$ cat config.mk
export PLATFORM = sky130hd
export DESIGN_NAME = cpu_wb_stage
export DESIGN_NICKNAME = d
export VERILOG_FILES = /design/src/rtl/cpu_pkg.sv /design/src/rtl/cpu_wb_fifo.sv /design/src/rtl/cpu_wb_stage.sv
export SDC_FILE = /design/constraint.sdc
export NUM_CORES = 1
export LEC_CHECK = 0
export BUFFER_PORTS_ARGS = -buffer_cell sky130_fd_sc_hd__buf_2
export CAP_MARGIN = 20
export CORE_MARGIN = 10
export CORE_UTILIZATION = 48
export CTS_CLUSTER_SIZE = 12
export DETAILED_ROUTE_END_ITERATION = 7
export PLACE_DENSITY = 0.8
export SLEW_MARGIN = 40
export SYNTH_ARGS = -nofsm -noshare
export SYNTH_HDL_FRONTEND = slang
export SYNTH_SLANG_ARGS = --single-unit
$ cat constraint.sdc
create_clock -name clk -period 3 [get_ports clk]
set_clock_uncertainty 0.05 [all_clocks]
set_input_delay 0.9 -clock clk [delete_from_list [all_inputs] [get_ports clk]]
set_output_delay 0.9 -clock clk [all_outputs]
set_load 0.02 [all_outputs]
$ cat src/rtl/cpu_pkg.sv
// rtl/cpu_pkg.sv - shared types and helpers for the CPU writeback path
package cpu_pkg;

  typedef logic [4:0] reg_idx_t;

  typedef struct packed {
    reg_idx_t    rd;
    logic [31:0] data;
  } wb_entry_t;

  // Architectural register count including x0: 32 for the full file, 16 for the reduced one
  function automatic int NUM_REGS(input int more_registers);
    return (more_registers != 0) ? 32 : 16;
  endfunction

endpackage

$ cat src/rtl/cpu_wb_fifo.sv
// rtl/cpu_wb_fifo.sv - load-result queue feeding the writeback arbiter
module cpu_wb_fifo
  import cpu_pkg::*;
#(
  parameter int DEPTH = 2
) (
  input  logic      clk,
  input  logic      rst_n,
  input  logic      push,
  input  wb_entry_t push_data,
  input  logic      pop,
  output wb_entry_t head,
  output logic      full,
  output logic      empty
);

  localparam int AW = (DEPTH > 1) ? $clog2(DEPTH) : 1;

  wb_entry_t      mem [DEPTH];
  logic [AW-1:0]  wr_ptr;
  logic [AW-1:0]  rd_ptr;
  logic [AW:0]    count;
  logic           push_ok;
  logic           pop_ok;

  assign full    = (count == (AW+1)'(DEPTH));
  assign empty   = (count == '0);
  assign push_ok = push && !full;
  assign pop_ok  = pop && !empty;
  assign head    = mem[rd_ptr];

  // Entry storage; contents are don't-care until the count says otherwise
  always_ff @(posedge clk) begin
    if (push_ok) mem[wr_ptr] <= push_data;
  end

  // Pointers wrap naturally because DEPTH is a power of two
  always_ff @(posedge clk or negedge rst_n) begin
    if (!rst_n) begin
      wr_ptr <= '0;
      rd_ptr <= '0;
      count  <= '0;
    end else begin
      if (push_ok) wr_ptr <= wr_ptr + AW'(1);
      if (pop_ok)  rd_ptr <= rd_ptr + AW'(1);
      case ({push_ok, pop_ok})
        2'b10:   count <= count + (AW+1)'(1);
        2'b01:   count <= count - (AW+1)'(1);
        default: count <= count;
      endcase
    end
  end

endmodule

$ cat src/rtl/cpu_wb_stage.sv
// rtl/cpu_wb_stage.sv - writeback arbiter: ALU priority, queued loads, load scoreboard
module cpu_wb_stage
  import cpu_pkg::*;
#(
  parameter int MORE_REGISTERS = 1,
  parameter int LQ_DEPTH       = 2
) (
  input  logic        clk,
  input  logic        rst_n,
  input  logic        alu_valid,
  input  logic [4:0]  alu_rd,
  input  logic [31:0] alu_data,
  input  logic        mem_valid,
  output logic        mem_ready,
  input  logic [4:0]  mem_rd,
  input  logic [31:0] mem_data,
  input  logic        issue_fire,
  input  logic        issue_long,
  input  logic [4:0]  issue_rd,
  output logic [31:0] busy,
  output logic        wr,
  output logic [4:0]  addr_wr,
  output logic [31:0] data_wr
);

  localparam logic [5:0] NREGS = 6'(NUM_REGS(MORE_REGISTERS));

  wb_entry_t   q_head;
  wb_entry_t   push_entry;
  wb_entry_t   sel_entry;
  logic        q_full;
  logic        q_empty;
  logic        push;
  logic        pop;
  logic        sel_valid;
  logic        writable;
  logic [31:0] set_vec;
  logic [31:0] clr_vec;

  // mem_ready follows the registered count, so a same-cycle pop never opens a full queue
  assign mem_ready  = rst_n && !q_full;
  assign push       = mem_valid && mem_ready;
  assign push_entry = '{rd: mem_rd, data: mem_data};

  cpu_wb_fifo #(.DEPTH(LQ_DEPTH)) u_fifo (
    .clk       (clk),
    .rst_n     (rst_n),
    .push      (push),
    .push_data (push_entry),
    .pop       (pop),
    .head      (q_head),
    .full      (q_full),
    .empty     (q_empty)
  );

  // Source select: ALU always wins; the queue head drains only in ALU-free cycles
  always_comb begin
    sel_valid = 1'b0;
    sel_entry = '0;
    pop       = 1'b0;
    if (alu_valid) begin
      sel_valid = 1'b1;
      sel_entry = '{rd: alu_rd, data: alu_data};
    end else if (!q_empty) begin
      sel_valid = 1'b1;
      sel_entry = q_head;
      pop       = 1'b1;
    end
  end

  // x0 and registers outside the implemented file are consumed silently
  assign writable = sel_valid && (sel_entry.rd != '0) && ({1'b0, sel_entry.rd} < NREGS);

  // Registered write port; address and data only move when a write is issued
  always_ff @(posedge clk or negedge rst_n) begin
    if (!rst_n) begin
      wr      <= 1'b0;
      addr_wr <= '0;
      data_wr <= '0;
    end else if (writable) begin
      wr      <= 1'b1;
      addr_wr <= sel_entry.rd;
      data_wr <= sel_entry.data;
    end else begin
      wr      <= 1'b0;
    end
  end

  assign set_vec = (issue_fire && issue_long && (issue_rd != '0)) ? (32'd1 << issue_rd) : '0;
  assign clr_vec = pop ? (32'd1 << q_head.rd) : '0;

  // Scoreboard: a popped load clears its bit, a new load issue sets it, set wins
  always_ff @(posedge clk or negedge rst_n) begin
    if (!rst_n) busy <= '0;
    else        busy <= ((busy & ~clr_vec) | set_vec) & ~32'd1;
  end

endmodule

=== Word-level counts from Yosys, hierarchy flattened ===
Memory sizes are Yosys's and may differ from the RTL's.
Index checks and enable logic that the tools add are counted.

* Add/sub/neg operators: 4
* Equality and inequality tests: 3
* Shift-type cells: 2
* Mux-type cells: 11
* Bitwise logic cells: 3
* Reductions and logical operators: 13

{| class="wikitable"
|+ Operators with widths
! operator !! number
|-
| 37-bit two-way mux || 2
|-
| 32-bit two-way mux || 2
|-
| 1-bit by 5-bit left shift with 32-bit output, first input constant || 2
|-
| 32-bit bitwise AND || 1
|-
| 32-bit inverter || 1
|-
| 32-bit OR || 1
|-
| 5-bit nonzero test || 2
|-
| 1-bit logical AND || 7
|-
| 1-bit two-way mux || 6
|-
| 2-bit equality test, second input constant || 2
|-
| 2-bit case mux with 2 select lines || 1
|-
| 1-bit adder, second input constant || 2
|-
| 2-bit by 1-bit adder with 2-bit output, second input constant || 1
|-
| 2-bit by 1-bit equality test with 1-bit output, second input constant || 1
|-
| 1-bit zero test || 2
|-
| 2-bit zero test || 1
|-
| 2-bit nonzero test || 1
|-
| 2-bit by 1-bit subtractor with 2-bit output, second input constant || 1
|}

* Register bits after elaboration: 73
* RAM bits: 74
* Input port bits: 85
* Word-level logic and storage cells: 44
* Memories kept: 1

{| class="wikitable"
|+ Memories
! memory !! depth !! width !! read ports !! clocked after Yosys merged registers in !! write ports !! RTL line !! RTL
|-
| u_fifo.mem || 2 || 37 || 1 || 0 || 1 || cpu_wb_fifo.sv:19 || <nowiki>wb_entry_t mem [DEPTH];</nowiki>
|}

=== Logic depth before layout (Yosys ltp) ===
Gate-level depths: netlist (run 1).

* Depth after elaboration: 7
* Mapped depth: 7
* Depth with buffers taken out: 7

=== By module ===
A second synthesis (run 1) with hierarchy kept.

* Cell total of the unflattened synthesis: 406
* Area, all modules: 6271.0 µm²

{| class="wikitable"
|+ Modules (own cells, without submodules)
! module !! times used !! cells an instance !! area each (µm²) !! seq. area each (µm²)
|-
| cpu_wb_stage || 1 || 273 || 3321.9 || 1726.7
|-
| cpu_wb_fifo || 1 || 133 || 2949.1 || 2322.2
|}

=== Least setup slack after synthesis (run 1) ===
OpenSTA, ideal clock, no wires.

* Kind: input to register
* From: input rst_n
* To: memory u_fifo.mem[0][0] (netlist name) (enable)
* Arrival: 3.329 ns
* Required time: 2.519 ns
* Path slack: -0.811 ns
* Stages: 3
* Path buffers: 0
* Path through: a21boi_0 -> nand2_1 -> nor2_1

* Longest elaborated chain between the ends: 5

{| class="wikitable"
|+ RTL lines
! what !! RTL line !! RTL
|-
| start: declaration || cpu_wb_stage.sv:9 || <nowiki>input logic rst_n,</nowiki>
|-
| 1-bit logical AND || cpu_wb_stage.sv:41 || <nowiki>assign mem_ready = rst_n && !q_full;</nowiki>
|-
| 1-bit logical AND || cpu_wb_stage.sv:42 || <nowiki>assign push = mem_valid && mem_ready;</nowiki>
|-
| 1-bit logical AND || cpu_wb_fifo.sv:28 || <nowiki>assign push_ok = push && !full;</nowiki>
|-
| 1-bit two-way mux || cpu_wb_fifo.sv:34 || <nowiki>if (push_ok) mem[wr_ptr] <= push_data;</nowiki>
|-
| 1-bit two-way mux (implied by the code) || cpu_wb_fifo.sv:34 ||
|-
| end: declaration || cpu_wb_fifo.sv:19 ||
|}

No other way between the ends.

=== Worst setup path after layout (run 1) ===
* From: input rst_n
* To: output mem_ready

* Longest elaborated chain between the ends: 1

{| class="wikitable"
|+ RTL lines
! what !! RTL line !! RTL
|-
| 1-bit logical AND || cpu_wb_stage.sv:41 ||
|-
| end: declaration || cpu_wb_stage.sv:14 || <nowiki>output logic mem_ready,</nowiki>
|}

No other way between the ends.

==> results.json, run 1 <==
{
  "max-cap-violations": 0,
  "first_global_vias": 4685,
  "io_pins": 156,
  "antenna_found_initial": 3,
  "dp_hpwl_mm": 11.0,
  "status": "finished, final reports clean",
  "postLayoutSetupSlackWorst_ns": 0.439,
  "synthesis.area_mm2": 0.00607,
  "drive_above_1_share_pct": 36.8,
  "finalSetupTns_ns": 0,
  "synthCells": 450,
  "yosys_warnings": 0,
  "gp_congestion": 0.918,
  "synth_seq_cells": 147,
  "hold_viol_final": 0,
  "ant_nets": 0,
  "post-route-drc-count": 0,
  "crit_path_start_kind": "input pin",
  "p_sw_share_pct": 34.6,
  "core_mm2": 0.0125,
  "yosys.area.top_type": "edfxtp_1",
  "cp-startpoint": "rst_n",
  "dr.first_iter.drc_count": 269,
  "worst-endpoint-required_ns": 2.05,
  "area_growth_pct": 26.1,
  "power_w": 0.00742,
  "r2r-start": "u_fifo.rd_ptr",
  "arrival_ns": 1.61,
  "min_period_ns": 2.56,
  "grt_max_degree": 70,
  "vias_per_cell": 5.40,
  "die_w_um": 132,
  "cts_sinks": 147,
  "share_seq_of_total_power_pct": 41.0,
  "rsz0062_at_grt": "no",
  "power.density_mw_per_mm2": 970,
  "p_switching_w": 0.00257,
  "synth_area_per_cell_um2": 13.5,
  "p_int_w": 0.00485,
  "clock_latency_ns": 0.42,
  "wl_per_cell_um": 19.7,
  "cts.path.max_buffers": 2,
  "rows": 41,
  "drv_slew": 0,
  "numPortBuffers": 154,
  "whs_ns": 0.233,
  "ys_seq_area_share_pct": 66.7,
  "utilization_pct": 61.2,
  "firstDrtPassIters": 5,
  "htreeDepth": 4,
  "die-height_um": 132,
  "postCtsHoldBufs": 0,
  "dieArea_mm2": 0.0175,
  "initial_core_util_pct": 48.5,
  "worst_slew_pin_slew_ns": 0.639,
  "path_max_fanout": 6,
  "grt_pass1_wl_mm": 25.0,
  "ys_types": 36,
  "fmax_ghz": 0.391,
  "cts_resized": 0,
  "num-nets-final": 698,
  "syn_nets": 536,
  "totalWireLength_mm": 15.8,
  "num_vias": 4314,
  "cts_buffers": 17,
  "clk_pin_slew_worst_paths_ns": 0.06,
  "track_usage_pct": 18.3,
  "fillers": 997,
  "post_cts_buffers": 0,
  "cellLeakagePower_nw": 3.36,
  "setup_viol": 0,
  "slew-limit-headroom_pct": 57.4,
  "worstSetupPathType": "input pin to output port",
  "clkPwrFrac_pct": 27.9,
  "pwr-share-comb_pct": 31.1,
  "min_path_type": "input pin to asynchronous set/reset pin",
  "dpl_worst_slack_ns": 0.221,
  "yosysTopAreaCellShare_pct": 36.6,
  "cts_tree": "yes",
  "crit_path_end_kind": "output port",
  "synth_top_cells_by_area": "edfxtp_1 (37%), dfrtp_1 (30%), o21ai_0 (7.5%)",
  "cts_root_buf": "clkbuf_16",
  "synth-edff-count": 74,
  "synthFlopType": "edfxtp_1",
  "vdd_drop_max_v": 0.000591,
  "grt-ovfl-total": 0,
  "fin_crit_sh_pct": 85.4,
  "synthArstFlopShare_pct": 49.7
}
[critical path, cell delays in order]
cell and delay (ns):
buf_4 0.14, a21boi_0 0.33, buf_2 0.24
[metal layers]
layer  global-route usage (%)  routed length (um)  share of wire (%)  vias up
li1                         -                   -                  -     1982
met1                     20.4                6130                 39     2082
met2                     30.3                7860                 50      224
met3                     7.49                1500                9.5       24
met4                     7.64                 270                1.7        2
met5                        0                  14              0.089        -
[Yosys cell counts, types with 5 or more instances]
| cell | number |
|---|---|
| o21ai_0 | 91 |
| edfxtp_1 | 74 |
| dfrtp_1 | 73 |
| nand2_1 | 48 |
| mux2i_1 | 37 |
| mux2_2 | 19 |
| mux2_4 | 14 |
| nor2_1 | 12 |
| clkbuf_1 | 10 |
| inv_1 | 6 |
| nor3b_1 | 6 |
| o211ai_1 | 6 |
| o221ai_1 | 5 |
[path summary, 6_finish.rpt]
| path | slack (ns) | end | cells past startpoint |
|---|---|---|---|
| worst min-delay path | 0.23 | data_wr[14] | 1 |
| worst min register to register | 0.46 | busy[2] | 2 |
| worst max-delay path | 0.44 | mem_ready | 3 |
| worst max register to register | 0.54 | data_wr[5] | 5 |
| max in group asynchronous | 1.82 | u_fifo.rd_ptr | 2 |
| min in group clk | 0.46 | busy[2] | 2 |
[power groups by stage]
stage          clock network (W)  registers [W]  logic [W]
3_5_place_dp                   0        0.00305    0.00233
2_1_floorplan                  0        0.00341    0.00111
3_3_place_gp                   0        0.00304    0.00225
5_1_grt                  0.00220        0.00310    0.00252
4_1_cts                  0.00211        0.00304    0.00234
6_report                 0.00208        0.00304    0.00231
[sequential cells by signal, summed over array words and instances (netlist names)]
register       count
u_fifo.mem        74
data_wr           32
busy              31
addr_wr            5
u_fifo.count       2
u_fifo.rd_ptr      1
u_fifo.wr_ptr      1
wr                 1
[cells in the final DEF, fill, tap and decap left out, drive strengths merged, types with 3 or more instances in the layout]
cell type / Yosys / layout
nor3: 4 / 4
o21ai: 91 / 91
clkinv: 1 / 5
edfxtp: 74 / 74
mux2: 33 / 33
and3b: 4 / 4
xnor2: 4 / 4
o221ai: 5 / 5
dfrtp: 73 / 73
o211ai: 6 / 6
nor3b: 6 / 6
buf: 9 / 162
nor2: 12 / 12
inv: 6 / 9
o31ai: 3 / 3
nand2: 48 / 48
clkbuf: 10 / 22
mux2i: 37 / 37
nand3: 4 / 4
[logic make-up (layout without fill, tap and decap cells)]
group	Yosys count	in the layout	synth area share, %
AO/OA/AOI/OAI	111	111	10.2
XOR/XNOR	5	5	0.721
adder cells (fa/ha/maj)	1	1	0.206
buffers and inverters	26	201	2.18
flip-flops	147	147	66.7
multiplexers	70	70	13.1
other	1	3	0.0618
AND/OR/NAND/NOR	89	89	6.86
[metrics by stage]
stage	cell area, um^2	std cells
floorplan	6080	450
global placement	7060	765
detailed placement	7060	765
CTS	7650	797
global route	7660	799
finish	7660	799
[area by class of cell]
type | count | area [um^2] | area share, %
tap | 172 | 215 | 2.81
multi-input combinational | 277 | 1910 | 24.9
sequential | 147 | 4050 | 52.9
inverter | 7 | 26.3 | 0.343
timing repair buffer | 162 | 862 | 11.3
antenna | 2 | 5.00 | 0.0654
clock buffer | 22 | 497 | 6.49
clock inverter | 10 | 95.1 | 1.24
Note: power is estimated with default switching activity, not from simulation.
==> run 2, diff against run 1 <==
--- a/config.mk
+++ b/config.mk
@@ -8,10 +8,10 @@
 export BUFFER_PORTS_ARGS = -buffer_cell sky130_fd_sc_hd__buf_2
 export CAP_MARGIN = 20
 export CORE_MARGIN = 10
-export CORE_UTILIZATION = 48
+export CORE_UTILIZATION = 40
 export CTS_CLUSTER_SIZE = 12
 export DETAILED_ROUTE_END_ITERATION = 7
-export PLACE_DENSITY = 0.8
+export PLACE_DENSITY = 0.7
 export SLEW_MARGIN = 40
 export SYNTH_ARGS = -nofsm -noshare
 export SYNTH_HDL_FRONTEND = slang
==> run 2 against run 1 <==
Effect of this change: combinational power about the same; first-iteration DRC count shrank 14%; register-to-register slack improved by 0.10 ns; count of clock-buffer cells in the layout fell by 2; largest power group unchanged; global-route usage shrank 2.6 points; highest routed layer is now met4; design area up 0.38%.
==> results.json, run 2 (same netlist as run 1, synthesis figures left out) <==
{
  "status": "finished, final reports clean",
  "firstDrtPassIters": 4,
  "regMostFlops": "u_fifo.mem",
  "vias_per_cell": 5.27,
  "crit_path_start_kind": "input pin",
  "htreeDepth": 4,
  "worstSetupPathType": "input pin to output port",
  "core_mm2": 0.0147,
  "p_switching_w": 0.00255,
  "dieArea_mm2": 0.0205,
  "wl_per_cell_um": 19.4,
  "cts_tree": "yes",
  "slew-limit-headroom_pct": 54.0,
  "track_usage_pct": 15.6,
  "largest_reg_flops": 74,
  "cellLeakagePower_nw": 3.36,
  "dp_hpwl_mm": 11.4,
  "cts_sinks": 147,
  "min_path_type": "register to register",
  "numPortBuffers": 154,
  "io_pins": 156,
  "share_seq_of_total_power_pct": 40.4,
  "power.density_mw_per_mm2": 972,
  "arrival_ns": 1.56,
  "num_vias": 4281,
  "grt_pass1_wl_mm": 24.8,
  "postLayoutSetupSlackWorst_ns": 0.493,
  "final_cell_mix": "buf_2 (153), o21ai_0 (91), edfxtp_1 (74)",
  "first_global_vias": 4574,
  "area_growth_pct": 26.6,
  "pwr-share-comb_pct": 31.1,
  "die-height_um": 143,
  "ant_nets": 0,
  "post_cts_buffers": 0,
  "clk_pin_slew_worst_paths_ns": 0.06,
  "cts_root_buf": "clkbuf_16",
  "die_w_um": 143,
  "initial_core_util_pct": 41.3,
  "min_period_ns": 2.51,
  "clkPwrFrac_pct": 28.5,
  "vdd_drop_max_v": 0.000437,
  "setup_viol": 0,
  "fin_crit_sh_pct": 83.6,
  "p_sw_share_pct": 34.2,
  "rows": 44,
  "num-nets-final": 700,
  "crit_path_end_kind": "output port",
  "cts.path.max_buffers": 2,
  "grt_max_degree": 74,
  "rsz0062_at_grt": "no",
  "worst_slew_pin_slew_ns": 0.691,
  "clock_latency_ns": 0.41,
  "antenna_found_initial": 1,
  "grt-ovfl-total": 0,
  "p_int_w": 0.00492,
  "postCtsHoldBufs": 0,
  "cts_resized": 0,
  "final_common_cell": "buf_2",
  "dr.first_iter.drc_count": 232,
  "drv_slew": 0,
  "dpl_worst_slack_ns": 0.243,
  "cts_buffers": 17,
  "top_regs": "u_fifo.mem x74, data_wr x32, busy x31",
  "totalWireLength_mm": 15.8,
  "path_max_fanout": 3,
  "max-cap-violations": 0,
  "post-route-drc-count": 0,
  "fmax_ghz": 0.399,
  "worst-endpoint-required_ns": 2.05,
  "gp_congestion": 0.825,
  "drive_above_1_share_pct": 36.8,
  "hold_viol_final": 0,
  "finalSetupTns_ns": 0
}
run 2: cell count changes in the layout (fill, tap and decap cells not counted), moves of 2 or more:
cell and change:
inv_6 -2, bufinv_16 +2, clkinv_4 +2, clkinv_2 -2
buf_4 +3, clkbuf_16 -2
run 2: through the flow:
step | instance area (um^2) | hold slack [ns] | utilization (%) | total power [W] | std cells
final | 7690 | 0.455 | 52.3 | 0.00747 | 813
after global routing | 7680 | 0.477 | 52.3 | 0.00788 | 811
after floorplan | 6080 | 0.427 | - | 0.00452 | 450
after CTS | 7680 | 0.461 | 52.3 | 0.00754 | 811
after global placement | 7070 | 0.438 | 48.1 | 0.00532 | 779
after detailed placement | 7080 | 0.446 | 48.2 | 0.00540 | 779
run 2: critical path, stage by stage:
cell,delay (ns)
buf_4,0.11
a21boi_0,0.29
buf_2,0.25
run 2: path summary, 6_finish.rpt:
kind	startpoint	endpoint	slack (ns)	cells past startpoint
min	busy[21]	busy[21]	0.45	2
max in group asynchronous	rst_n	u_fifo.rd_ptr	1.81	2
max reg2reg	u_fifo.rd_ptr	data_wr[3]	0.64	5
min in group asynchronous	rst_n	busy[5]	0.59	2
max	rst_n	mem_ready	0.49	3
min reg2reg	busy[21]	busy[21]	0.45	2
run 2: power by group through the flow:
stage / clock [W] / sequential [W] / combinational [W]
2_1_floorplan: 0 / 0.00341 / 0.00111
3_3_place_gp: 0 / 0.00302 / 0.00229
3_5_place_dp: 0 / 0.00305 / 0.00235
4_1_cts: 0.00217 / 0.00302 / 0.00236
5_1_grt: 0.00227 / 0.00309 / 0.00252
6_report: 0.00213 / 0.00302 / 0.00232
run 2: metal layers:
metal  routed length, um  track usage [%]
met1                6640             18.7
met2                7560             25.4
met4                 204             5.81
met5                   0                0
met3                1380             5.57
run 2: layout make-up:
type | count | area [um^2]
antenna | 2 | 5.00
clock buffer | 20 | 447
clock inverter | 12 | 156
fill | 1259 | 7010
inverter | 7 | 26.3
multi-input combinational | 277 | 1910
sequential | 147 | 4050
tap | 184 | 230
timing repair buffer | 164 | 865
==> run 3, diff against run 2 <==
==> constraint.sdc (replaced) <==
create_clock -name clk -period 2.27 [get_ports clk]
set_clock_uncertainty 0.05 [all_clocks]
set_input_delay 0.681 -clock clk [delete_from_list [all_inputs] [get_ports clk]]
set_output_delay 0.681 -clock clk [all_outputs]
set_load 0.02 [all_outputs]
==> run 3 against run 2 <==
Effect of this change: non-clock buffer count grew 6; global-route usage up 0.41 points; flip-flop and latch count unchanged; wire length is 2.7% higher; power is 33% higher; sequential power grew 31%; worst setup slack worse by 0.29 ns; design area is 0.88% higher; combinational power increased by 38%; count of clock-buffer cells in the layout increased by 2; worst hold slack got worse by 0.17 ns; sequential share of layout area shrank 0.46 points; critical path type is now register to register.
==> results.json, run 3 (same netlist as run 1, synthesis figures left out) <==
{
  "status": "finished, final reports clean",
  "dieArea_mm2": 0.0205,
  "vias_per_cell": 5.31,
  "grt_pass1_wl_mm": 25.2,
  "gp_congestion": 0.815,
  "setup_viol": 0,
  "max-cap-violations": 0,
  "min_period_ns": 2.07,
  "antenna_found_initial": 2,
  "clk_pin_slew_worst_paths_ns": 0.06,
  "top_usage_layer": "met2",
  "top_regs": "u_fifo.mem x74, data_wr x32, busy x31",
  "crit_path_start_kind": "register",
  "cp_num_buf_inv": 2,
  "postLayoutSetupSlackWorst_ns": 0.200,
  "regMostFlops": "u_fifo.mem",
  "final_cell_mix": "buf_2 (153), o21ai_0 (91), edfxtp_1 (74)",
  "use_met1_pct": 18.9,
  "num-nets-final": 706,
  "dp_hpwl_mm": 11.7,
  "met2_usage_pct": 25.8,
  "p_sw_share_pct": 34.5,
  "first_global_vias": 4655,
  "pwr-share-comb_pct": 32.3,
  "rsz0062_at_grt": "no",
  "grt.met3_usage_pct": 7.46,
  "postCtsHoldBufs": 0,
  "finalSetupTns_ns": 0,
  "fmax_ghz": 0.483,
  "final_common_cell": "buf_2",
  "largest_reg_flops": 74,
  "io_pins": 156,
  "cts_buffers": 17,
  "arrival_ns": 2.33,
  "drv_slew": 0,
  "slowest_delay_ns": 0.45,
  "cts_resized": 0,
  "worstSetupPathType": "register to register",
  "area_growth_pct": 27.7,
  "post_cts_buffers": 0,
  "utilization_pct": 52.7,
  "p_switching_w": 0.00343,
  "firstDrtPassIters": 5,
  "worst-endpoint-required_ns": 2.53,
  "p_int_w": 0.00650,
  "cpLargestDelayFamily": "multiplexers",
  "core_mm2": 0.0147,
  "drive_above_1_share_pct": 37.6,
  "share_seq_of_total_power_pct": 39.9,
  "crit_path_cell_trace": "buf_4 > mux2i_1 > nor2_1 > a221o_2 > buf_12 > mux2_4",
  "slew-limit-headroom_pct": 57.3,
  "worst_slew_pin_slew_ns": 0.640,
  "vdd_drop_max_v": 0.000665,
  "grt_max_degree": 39,
  "grt-ovfl-total": 0,
  "critical_path.slowest_cell": "dfrtp_2",
  "die_w_um": 143,
  "fin_crit_sh_pct": 91.2,
  "rows": 44,
  "clkPwrFrac_pct": 27.8,
  "track_usage_pct": 16.1,
  "num_vias": 4350,
  "ant_nets": 0,
  "dpl_worst_slack_ns": 0.120,
  "power.density_mw_per_mm2": 1280,
  "htreeDepth": 4,
  "wl_per_cell_um": 19.8,
  "totalWireLength_mm": 16.2,
  "die-height_um": 143,
  "numPortBuffers": 154,
  "dr.first_iter.drc_count": 284,
  "path_max_fanout": 19,
  "clock_latency_ns": 0.42,
  "cts_root_buf": "clkbuf_16",
  "hold_viol_final": 0,
  "initial_core_util_pct": 41.3,
  "post-route-drc-count": 0,
  "cts.path.max_buffers": 2,
  "crit_path_end_kind": "register",
  "cellLeakagePower_nw": 3.40,
  "min_path_type": "input pin to asynchronous set/reset pin",
  "cts_tree": "yes",
  "cts_sinks": 147
}
[run 3: cell types whose count changed in the layout (fill, tap and decap cells not counted), sizes merged]
cell / previous run / this run
clkinv: 6 / 4
clkbuf: 20 / 22
bufinv: 3 / 2
buf: 164 / 170
clkinvlp: 3 / 2
inv: 7 / 9
[run 3: worst reg2reg max path, cell delays in order, from the launching register on]
cell	delay, ns
dfrtp_2	0.45
buf_4	0.24
mux2i_1	0.30
nor2_1	0.07
a221o_2	0.36
buf_12	0.18
mux2_4	0.32
[run 3: worst paths after layout]
| check | cells past startpoint | slack [ns] | from | to |
|---|---|---|---|---|
| worst max register to register | 6 | 0.20 | u_fifo.rd_ptr | data_wr[3] |
| max in group asynchronous | 3 | 0.91 | rst_n | u_fifo.rd_ptr |
| worst min-delay path | 2 | 0.29 | rst_n | busy[8] |
| worst min register to register | 2 | 0.45 | busy[4] | busy[4] |
| min in group clk | 1 | 0.39 | mem_data[2] | u_fifo.mem[1][2] |
| worst max-delay path | 6 | 0.20 | u_fifo.rd_ptr | data_wr[3] |
[run 3: stage by stage]
step                      total power (W)  area (um^2)  instances  hold slack, ns
after CTS                          0.0100         7750        817           0.304
after floorplan                   0.00598         6080        450           0.335
after detailed placement          0.00723         7160        785           0.443
after global placement            0.00711         7160        785           0.436
final                             0.00992         7750        819           0.286
after global routing               0.0104         7750        817           0.313
[run 3: final cells by class]
type | instances | area (um^2)
fillers | 1265 | 6950
clock inverters | 10 | 124
diodes | 2 | 5.00
repair buffers | 170 | 943
inverters | 7 | 26.3
flip-flops and latches | 147 | 4050
multi-input cells | 277 | 1910
well taps | 184 | 230
clock buffers | 22 | 464
[run 3: power by group through the flow]
stage | Combinational, W | Sequential (W) | Clock (W)
3_3_place_gp | 0.00316 | 0.00395 | 0
2_1_floorplan | 0.00148 | 0.00450 | 0
3_5_place_dp | 0.00323 | 0.00399 | 0
5_1_grt | 0.00347 | 0.00403 | 0.00293
6_report | 0.00321 | 0.00396 | 0.00276
4_1_cts | 0.00325 | 0.00395 | 0.00280
[run 3: layer usage]
metal | wire length (um) | share of wire (%)
met1 | 6640 | 41
met2 | 7720 | 48
met3 | 1710 | 11
met4 | 123 | 0.76
met5 | 13 | 0.080
